<file path="src/rtl/b03_req_gen_pkg.sv">
// Shared definitions for the request generator and the arbiter.
// User states, user-to-bit mapping and default wait limit.
package b03_req_gen_pkg;

    typedef enum logic [1:0] {
        IDLE       = 2'd0,
        WAIT_GRANT = 2'd1,
        USE        = 2'd2,
        RELEASE    = 2'd3
    } user_state_e;

    // User n sits on bit (4 - n) of every 4-bit user vector.
    localparam int U1 = 3;
    localparam int U2 = 2;
    localparam int U3 = 1;
    localparam int U4 = 0;

    localparam logic [3:0] G_U1 = 4'b1000;
    localparam logic [3:0] G_U2 = 4'b0100;
    localparam logic [3:0] G_U3 = 4'b0010;
    localparam logic [3:0] G_U4 = 4'b0001;

    localparam int TIMEOUT_DEF = 16;

    function automatic logic [2:0] ones4(input logic [3:0] v);
        return 3'(v[0]) + 3'(v[1]) + 3'(v[2]) + 3'(v[3]);
    endfunction

endpackage

</file>
<file path="src/rtl/b03_req_gen_if.sv">
// Job/arbiter bundle of the request generator.
// master: the generator side; slave: job source plus arbiter.
interface b03_req_gen_if;

    logic [3:0] start;
    logic [3:0] len;
    logic [3:0] GRANT_I;
    logic       REQUEST1;
    logic       REQUEST2;
    logic       REQUEST3;
    logic       REQUEST4;
    logic [3:0] busy;
    logic [3:0] done;
    logic [3:0] timeout;
    logic       grant_err;
    logic [7:0] grant_cnt;

    modport master (
        input  start, len, GRANT_I,
        output REQUEST1, REQUEST2, REQUEST3, REQUEST4,
        output busy, done, timeout, grant_err, grant_cnt
    );

    modport slave (
        output start, len, GRANT_I,
        input  REQUEST1, REQUEST2, REQUEST3, REQUEST4,
        input  busy, done, timeout, grant_err, grant_cnt
    );

endinterface

</file>
<file path="src/rtl/b03_req_gen_user.sv">
// One user: request, wait for a fresh grant, use, release.
// A grant already high on entry must drop before it is accepted.
module b03_user
    import b03_req_gen_pkg::*;
#(
    parameter int TIMEOUT = TIMEOUT_DEF
) (
    input  logic       clock,
    input  logic       reset,
    input  logic       start,
    input  logic [3:0] len,
    input  logic       grant,
    output logic       request,
    output logic       busy,
    output logic       done,
    output logic       timeout,
    output logic       accept
);

    localparam logic [7:0] WAIT_LAST = 8'(TIMEOUT - 1);

    user_state_e state_q, state_d;
    logic [3:0]  len_q, len_d;
    logic [3:0]  use_q, use_d;
    logic [7:0]  wait_q, wait_d;
    logic        armed_q, armed_d;
    logic        req_q;
    logic        done_q, done_d;
    logic        tmo_q, tmo_d;

    // Next state, counters and the grant-accept strobe.
    always_comb begin
        state_d = state_q;
        len_d   = len_q;
        use_d   = use_q;
        wait_d  = wait_q;
        armed_d = armed_q;
        done_d  = 1'b0;
        tmo_d   = 1'b0;
        accept  = 1'b0;
        unique case (state_q)
            IDLE: begin
                if (start) begin
                    state_d = WAIT_GRANT;
                    len_d   = (len == 4'd0) ? 4'd1 : len;
                    wait_d  = 8'd0;
                    armed_d = 1'b0;
                end
            end
            WAIT_GRANT: begin
                if (!grant) begin
                    armed_d = 1'b1;
                end
                if (armed_q && grant) begin
                    accept  = 1'b1;
                    state_d = USE;
                    use_d   = len_q;
                end else if (wait_q == WAIT_LAST) begin
                    state_d = RELEASE;
                    tmo_d   = 1'b1;
                end else begin
                    wait_d = wait_q + 8'd1;
                end
            end
            USE: begin
                if (use_q <= 4'd1) begin
                    state_d = RELEASE;
                    done_d  = 1'b1;
                end else begin
                    use_d = use_q - 4'd1;
                end
            end
            RELEASE: begin
                state_d = IDLE;
            end
            default: begin
                state_d = IDLE;
            end
        endcase
    end

    // State, latches and registered request/pulse outputs.
    always_ff @(posedge clock) begin
        if (reset) begin
            state_q <= IDLE;
            len_q   <= 4'd0;
            use_q   <= 4'd0;
            wait_q  <= 8'd0;
            armed_q <= 1'b0;
            req_q   <= 1'b0;
            done_q  <= 1'b0;
            tmo_q   <= 1'b0;
        end else begin
            state_q <= state_d;
            len_q   <= len_d;
            use_q   <= use_d;
            wait_q  <= wait_d;
            armed_q <= armed_d;
            req_q   <= (state_d == WAIT_GRANT) || (state_d == USE);
            done_q  <= done_d;
            tmo_q   <= tmo_d;
        end
    end

    assign request = req_q;
    assign busy    = (state_q != IDLE);
    assign done    = done_q;
    assign timeout = tmo_q;

endmodule

</file>
<file path="src/rtl/b03_req_gen.sv">
// Four independent requesters toward a shared arbiter.
// Also tracks accepted grants and flags multi-hot grants.
module b03_req_gen
    import b03_req_gen_pkg::*;
#(
    parameter int TIMEOUT = TIMEOUT_DEF
) (
    input  logic          clock,
    input  logic          reset,
    b03_req_gen_if.master bus
);

    logic [3:0] req;
    logic [3:0] busy;
    logic [3:0] done;
    logic [3:0] tmo;
    logic [3:0] acc;
    logic [7:0] cnt_q;
    logic       err_q;
    logic [8:0] cnt_sum;

    for (genvar i = 0; i < 4; i++) begin : g_user
        b03_user #(
            .TIMEOUT (TIMEOUT)
        ) u_user (
            .clock   (clock),
            .reset   (reset),
            .start   (bus.start[i]),
            .len     (bus.len),
            .grant   (bus.GRANT_I[i]),
            .request (req[i]),
            .busy    (busy[i]),
            .done    (done[i]),
            .timeout (tmo[i]),
            .accept  (acc[i])
        );
    end

    // Several users may accept in the same cycle.
    always_comb begin
        cnt_sum = {1'b0, cnt_q} + 9'(ones4(acc));
    end

    // Saturating grant counter and sticky multi-hot flag.
    always_ff @(posedge clock) begin
        if (reset) begin
            cnt_q <= 8'd0;
            err_q <= 1'b0;
        end else begin
            cnt_q <= (cnt_sum > 9'd255) ? 8'd255 : cnt_sum[7:0];
            if (ones4(bus.GRANT_I) > 3'd1) begin
                err_q <= 1'b1;
            end
        end
    end

    assign bus.REQUEST1  = req[U1];
    assign bus.REQUEST2  = req[U2];
    assign bus.REQUEST3  = req[U3];
    assign bus.REQUEST4  = req[U4];
    assign bus.busy      = busy;
    assign bus.done      = done;
    assign bus.timeout   = tmo;
    assign bus.grant_err = err_q;
    assign bus.grant_cnt = cnt_q;

endmodule

</file>
<file path="src/flat_wrapper.sv">
// flat-port wrapper written by rule: the top's interface ports become plain ports
module b03_req_gen_flat import b03_req_gen_pkg::*;
#(
    parameter int TIMEOUT = TIMEOUT_DEF
)
  (clock, reset, bus_start, bus_len, bus_GRANT_I, bus_REQUEST1, bus_REQUEST2, bus_REQUEST3, bus_REQUEST4, bus_busy, bus_done, bus_timeout, bus_grant_err, bus_grant_cnt);
  b03_req_gen_if bus_i ();
  input  logic clock;
  input  logic reset;
  input wire logic [$bits(bus_i.start)-1:0] bus_start;
  input wire logic [$bits(bus_i.len)-1:0] bus_len;
  input wire logic [$bits(bus_i.GRANT_I)-1:0] bus_GRANT_I;
  output wire logic [$bits(bus_i.REQUEST1)-1:0] bus_REQUEST1;
  output wire logic [$bits(bus_i.REQUEST2)-1:0] bus_REQUEST2;
  output wire logic [$bits(bus_i.REQUEST3)-1:0] bus_REQUEST3;
  output wire logic [$bits(bus_i.REQUEST4)-1:0] bus_REQUEST4;
  output wire logic [$bits(bus_i.busy)-1:0] bus_busy;
  output wire logic [$bits(bus_i.done)-1:0] bus_done;
  output wire logic [$bits(bus_i.timeout)-1:0] bus_timeout;
  output wire logic [$bits(bus_i.grant_err)-1:0] bus_grant_err;
  output wire logic [$bits(bus_i.grant_cnt)-1:0] bus_grant_cnt;
  assign bus_i.start = bus_start;
  assign bus_i.len = bus_len;
  assign bus_i.GRANT_I = bus_GRANT_I;
  assign bus_REQUEST1 = bus_i.REQUEST1;
  assign bus_REQUEST2 = bus_i.REQUEST2;
  assign bus_REQUEST3 = bus_i.REQUEST3;
  assign bus_REQUEST4 = bus_i.REQUEST4;
  assign bus_busy = bus_i.busy;
  assign bus_done = bus_i.done;
  assign bus_timeout = bus_i.timeout;
  assign bus_grant_err = bus_i.grant_err;
  assign bus_grant_cnt = bus_i.grant_cnt;
  b03_req_gen #(.TIMEOUT(TIMEOUT)) u_core (.clock(clock), .reset(reset), .bus(bus_i));
endmodule
</file>
<file path="config.mk">
export PLATFORM = sky130hd
export DESIGN_NAME = b03_req_gen_flat
export DESIGN_NICKNAME = d
export VERILOG_FILES = /design/src/rtl/b03_req_gen_pkg.sv /design/src/rtl/b03_req_gen_if.sv /design/src/rtl/b03_req_gen_user.sv /design/src/rtl/b03_req_gen.sv /design/src/flat_wrapper.sv
export SDC_FILE = /design/constraint.sdc
export NUM_CORES = 1
export LEC_CHECK = 0
export ABC_AREA = 0
export CAP_MARGIN = 0
export CORE_MARGIN = 3
export CORE_UTILIZATION = 63
export DETAILED_ROUTE_END_ITERATION = 6
export PLACE_DENSITY_LB_ADDON = 0.12
export RECOVER_POWER = 100
export SETUP_SLACK_MARGIN = 0.5
export SLEW_MARGIN = 20
export SYNTH_ARGS = -nofsm -noshare
export SYNTH_HDL_FRONTEND = slang
export SYNTH_SLANG_ARGS = --single-unit
export TNS_END_PERCENT = 5
</file>
<file path="constraint.sdc">
create_clock -name clock -period 5.85 [get_ports clock]
set_clock_uncertainty 0.05 [all_clocks]
set_input_delay 1.17 -clock clock [delete_from_list [all_inputs] [get_ports clock]]
set_output_delay 1.17 -clock clock [all_outputs]
set_load 0.02 [all_outputs]
</file>
# Yosys cells after proc, flatten, opt, wreduce, memory -nomap -nowiden
# Cells that the tools add are included.
word_totals:
  output_inout_bits: 25
  input_bits: 14
  word_cells: 238
  regBits: 97
op_classes:
  order_cmp: 6
  n_mux: 78
  eq_ne: 48
  add_sub_neg: 15
  n_reduce_logical: 49
  bitwise_logic: 8
ops:
  columns: ["operator", "count"]
  rows:
  - ["$mux 8", 13]
  - ["$pmux 8 s2", 4]
  - ["$ne 2x2->1 const B", 24]
  - ["$mux 4", 9]
  - ["$add 8x1->8 const B", 4]
  - ["$eq 8x4->1 const B", 4]
  - ["$mux 2", 16]
  - ["$pmux 2 s4", 4]
  - ["$pmux 4 s2", 4]
  - ["$eq 2x2->1 const B", 12]
  - ["$mux 1", 24]
  - ["$reduce_and 3->1", 8]
  - ["$reduce_bool 2->1", 12]
  - ["$eq 2x1->1 const B", 8]
  - ["$le 4x1->1 const B", 4]
  - ["$reduce_and 4->1", 4]
  - ["$sub 4x1->4 const B", 4]
  - ["$add 3x1->3", 4]
  - ["$reduce_or 3->1", 4]
  - ["$add 8x3->9", 1]
  - ["$gt 9x8->1 const B", 1]
  - ["$logic_not 2->1", 4]
  - ["$not 1->1", 8]
  - ["$pmux 1 s2", 4]
  - ["other kinds (7)", 20]

# Longest topological paths before layout
logic_depth:
  ltp_word: 9
  depth_mapped: 15
  depth_no_buf: 14

# By module
# A second synthesis with hierarchy kept.
unflattened:
  hier_cells: 571
  area_unflattened_um2: 5046.1
modules_own_cells:
  columns: ["mod", "instances", "cells_per_inst", "area_each_um2", "seq_area_each_um2"]
  rows:
  - ["b03_user", 4, 131, 1141.1, 440.4]
  - ["b03_req_gen", 1, 47, 481.7, 180.2]

# Worst setup path before layout
# Ideal clock, no wire load.
synth_timing:
  path_kind: "input-to-reg"
  startpoint: "in bus_GRANT_I[0]"
  endpoint: "reg u_core.cnt_q[5], in the netlist u_core.bus.grant_cnt[5]"
  path_stages: 13
  t_arrival_ns: 3.502
  slack_ns: 2.207
  setup_ns: 0.091
  required_time_ns: 5.709
  n_path_buf: 0
  cell_sequence: "nand4b_1 > inv_1 > ha_1 > inv_1 > fa_1 > inv_1 > ha_1 > inv_1 > fa_1 > inv_1 > a21o_1 > nand3_1 > a311oi_1"
synth_between:
  elab_chain_len: 9
synth_lines:
  columns: ["item", "line", "source"]
  rows:
  - ["from (decl)", "flat_wrapper.sv:12", "input wire logic [$bits(bus_i.GRANT_I)-1:0] bus_GRANT_I;"]
  - ["$logic_and 1x1->1 (*)", "b03_req_gen_user.sv:54", "if (armed_q && grant) begin"]
  - ["$mux 1 (*)", "b03_req_gen_user.sv:54", null]
  - ["$mux 1 (*)", "b03_req_gen_user.sv:41", "unique case (state_q)"]
  - ["$add 1x1->2 (*)", "b03_req_gen_pkg.sv:26", "return 3'(v[0]) + 3'(v[1]) + 3'(v[2]) + 3'(v[3]);"]
  - ["$add 3x1->3 (*) (2 in a row)", "b03_req_gen_pkg.sv:26", null]
  - ["$add 8x3->9 (*)", "b03_req_gen.sv:41", "cnt_sum = {1'b0, cnt_q} + 9'(ones4(acc));"]
  - ["$gt 9x8->1", "b03_req_gen.sv:50", "cnt_q <= (cnt_sum > 9'd255) ? 8'd255 : cnt_sum[7:0];"]
  - ["$mux 8 (*)", "b03_req_gen.sv:50", null]
  - ["to (signal assigned)", "b03_req_gen.sv:50", null]
  - ["to (decl)", "b03_req_gen.sv:18", "logic [7:0] cnt_q;"]
# Mark *: on every way between the ends. The rest lies on a longest branch, timed or not.
# A chain may end at the register's enable or synchronous reset.

==> impl_metrics.json <==
{
  "synth_edf_count": 0,
  "nFillCells": 545,
  "worstPathArrival_ns": 4.84,
  "htreeDepth": 3,
  "wl_per_cell_um": 15.4,
  "grtUsageTotal": 0.252,
  "synth_fp_nets": 628,
  "nNetsFinal": 642,
  "drive_above_1_share": 0.0588,
  "dr.pass1.iters": 4,
  "timing.fmax_ghz": 0.215,
  "boundaryPins": 39,
  "rsz0062_at_grt": "false",
  "synth.distinct_cells": 68,
  "cp.required_ns": 6.04,
  "rows": 31,
  "dp_slack_ns": 1.23,
  "die_h_um": 95.3,
  "cts_tree": "done",
  "cts.repair.resized": 0,
  "grt_pass1_vias": 4104,
  "yosys.area.top_type_share": 0.386,
  "drv_slew": 84,
  "place_hpwl_um": 7600,
  "cts_setup_buffers": 0,
  "clockBufferDepth": 2,
  "syn_inst": 593,
  "power.density_nw_per_um2": 230,
  "route.final.wire_length_um": 11000,
  "setup_viol": 0,
  "cap_violations": 1,
  "syn-cell-area_sq_um": 5030,
  "power.leakage_nw": 2.08,
  "critPathMaxFanout": 83,
  "ys.flop_type": "dfxtp_1",
  "status": "finished, violations left",
  "io_buffers": 38,
  "multi_input_area_sq_um": 2770,
  "grt_pass1_wl_um": 18500,
  "vias_per_cell": 6.25,
  "slew_headroom": -1.39,
  "worstMarginPinSlew_ns": 3.58,
  "dieArea_sq_um": 9090,
  "antenna_cells": 0,
  "ant_nets": 0,
  "ir_drop_uv": 145,
  "end_kind": "flop",
  "final_cell_mix": "dfxtp_1, nor2_1, nand2_1, a21oi_1, dlygate4sd3_1",
  "regArea_sq_um": 1940,
  "cts-root-buf": "clkbuf_8",
  "drt_drc_violations_left": 0,
  "synth_top_cell_by_area": "dfxtp_1",
  "path_class": "input port to flop",
  "antenna_found_initial": 0,
  "num_vias": 4444,
  "cts_inserted_buffers": 9,
  "ys_async_sr_fraction": 0,
  "fin_setup_tns_ns": 0,
  "finalHoldViolCount": 0,
  "grt_max_degree": 84,
  "final_common_cell": "dfxtp_1",
  "period_minus_slack_ns": 4.66,
  "violations": "max-capacitance violations, max-slew violations",
  "fin_ws_ns": 1.19,
  "fp.coreArea_sq_um": 7490,
  "postSynthAreaPerCell_sq_um": 8.48,
  "dieWidth_um": 95.3,
  "yosys-top-cells-area": "dfxtp_1, ha_1, a21oi_1, nor2_1, nand2_1",
  "min_period_over_period": 0.796,
  "clock_sinks": 97,
  "path_clk_slew_ns": 0.09,
  "yosys_warnings": 0,
  "synth-seq-cells": 97,
  "area_delta_synth_final_pct": 10.2,
  "worstSetupStartpointType": "input port",
  "yosysSeqAreaShare": 0.386,
  "clock_latency_ns": 0.36,
  "overflow": 0,
  "hold_buffers": 0,
  "drt_iter0_markers": 301,
  "start_util": 0.671,
  "place.gp.congestion": 0.904,
  "min_path_type": "flop to flop"
}
where the power goes:
part           switching (W)  internal (W)
clock               0.000234      0.000211
sequential         0.0000196      0.000679
combinational      0.0000761     0.0000521
total               0.000330      0.000942
cells by family after synthesis:
family | Yosys count | share of synthesized area
simple gates | 242 | 0.259
compound gates | 140 | 0.187
flops | 97 | 0.386
buf+inv | 67 | 0.0625
fa+ha+maj | 21 | 0.0553
mux | 17 | 0.0344
xor+xnor | 9 | 0.0157
worst paths after layout:
kind / startpoint / to / slack, ns / cells after the start
worst min-delay path: u_core.g_user[1].u_user.len_q[1]$_SDFFE_PP0P_ / u_core.g_user[1].u_user.len_q[1]$_SDFFE_PP0P_ / 0.43 / 2
worst min register to register: u_core.g_user[1].u_user.len_q[1]$_SDFFE_PP0P_ / u_core.g_user[1].u_user.len_q[1]$_SDFFE_PP0P_ / 0.43 / 2
worst max-delay path: reset / u_core.g_user[3].u_user.wait_q[2]$_SDFFE_PP0P_ / 1.19 / 5
worst max register to register: u_core.g_user[1].u_user.state_q[0]$_SDFF_PP0_ / u_core.bus.grant_cnt[5]$_SDFF_PP0_ / 2.09 / 14
flip-flops by register name, summed over array words and instances, names as in the netlist, 4 cells and up:
| name | cells |
|---|---|
| u_core.g_user.u_user.wait_q | 32 |
| u_core.g_user.u_user.len_q | 16 |
| u_core.g_user.u_user.use_q | 16 |
| u_core.bus.grant_cnt | 8 |
| u_core.g_user.u_user.state_q | 8 |
| u_core.g_user.u_user.armed_q | 4 |
| u_core.g_user.u_user.done | 4 |
| u_core.g_user.u_user.request | 4 |
| u_core.g_user.u_user.timeout | 4 |
cell usage after synthesis, types with 3 or more instances:
cell and number:
and3_1 6, a211oi_1 8, nand2b_1 14, dfxtp_1 97
nor2b_1 8, buf_4 12, a31oi_1 8, inv_1 28
and4_1 4, or2_2 10, a31o_2 3, or4_1 12
a311oi_1 3, nor2_1 56, ha_1 19, a21oi_1 42
nand2_1 44, buf_1 7, o211ai_1 4, nor4_1 10
a21boi_0 3, a221o_1 7, o21ai_0 20, o221ai_1 3
or3_1 9, nor3b_1 5, o31ai_1 11, a21o_1 3
nand3_1 21, nand4_1 12, xnor2_1 6, xor2_1 3
nand4b_1 5, nor3_1 12, nand3b_1 4, clkbuf_1 15
nor4b_1 3, mux2i_1 15
critical path, cell delays in order:
cell and delay [ns]:
clkbuf_1 0.10, clkbuf_1 2.51, nor2_1 0.53, o311ai_0 0.34, o31ai_1 0.14
layer usage:
metal / wire length (um) / GRT usage
met1: 4890 / 0.316
met2: 5290 / 0.416
met3: 602 / 0.0758
met4: 193 / 0.0805
met5: 0 / 0
metrics by stage:
stage	power (W)	instance area, sq um	utilization	instances	hold WS, ns
2_1_floorplan	0.000800	5030	-	593	0.386
3_5_place_dp	0.000843	5340	0.714	695	0.413
3_3_place_gp	0.000838	5340	0.714	695	0.400
5_1_grt	0.00133	5540	0.740	711	0.453
6_report	0.00127	5540	0.740	711	0.427
4_1_cts	0.00128	5550	0.741	711	0.424
cell type report:
type / instances / area share
inverter: 29 / 0.0196
timing repair buffer: 41 / 0.0709
clock inverter: 6 / 0.0117
sequential: 97 / 0.350
tap: 99 / 0.0224
clock buffer: 10 / 0.0248
multi-input combinational: 429 / 0.500
Power figures use the tool's default switching activity.
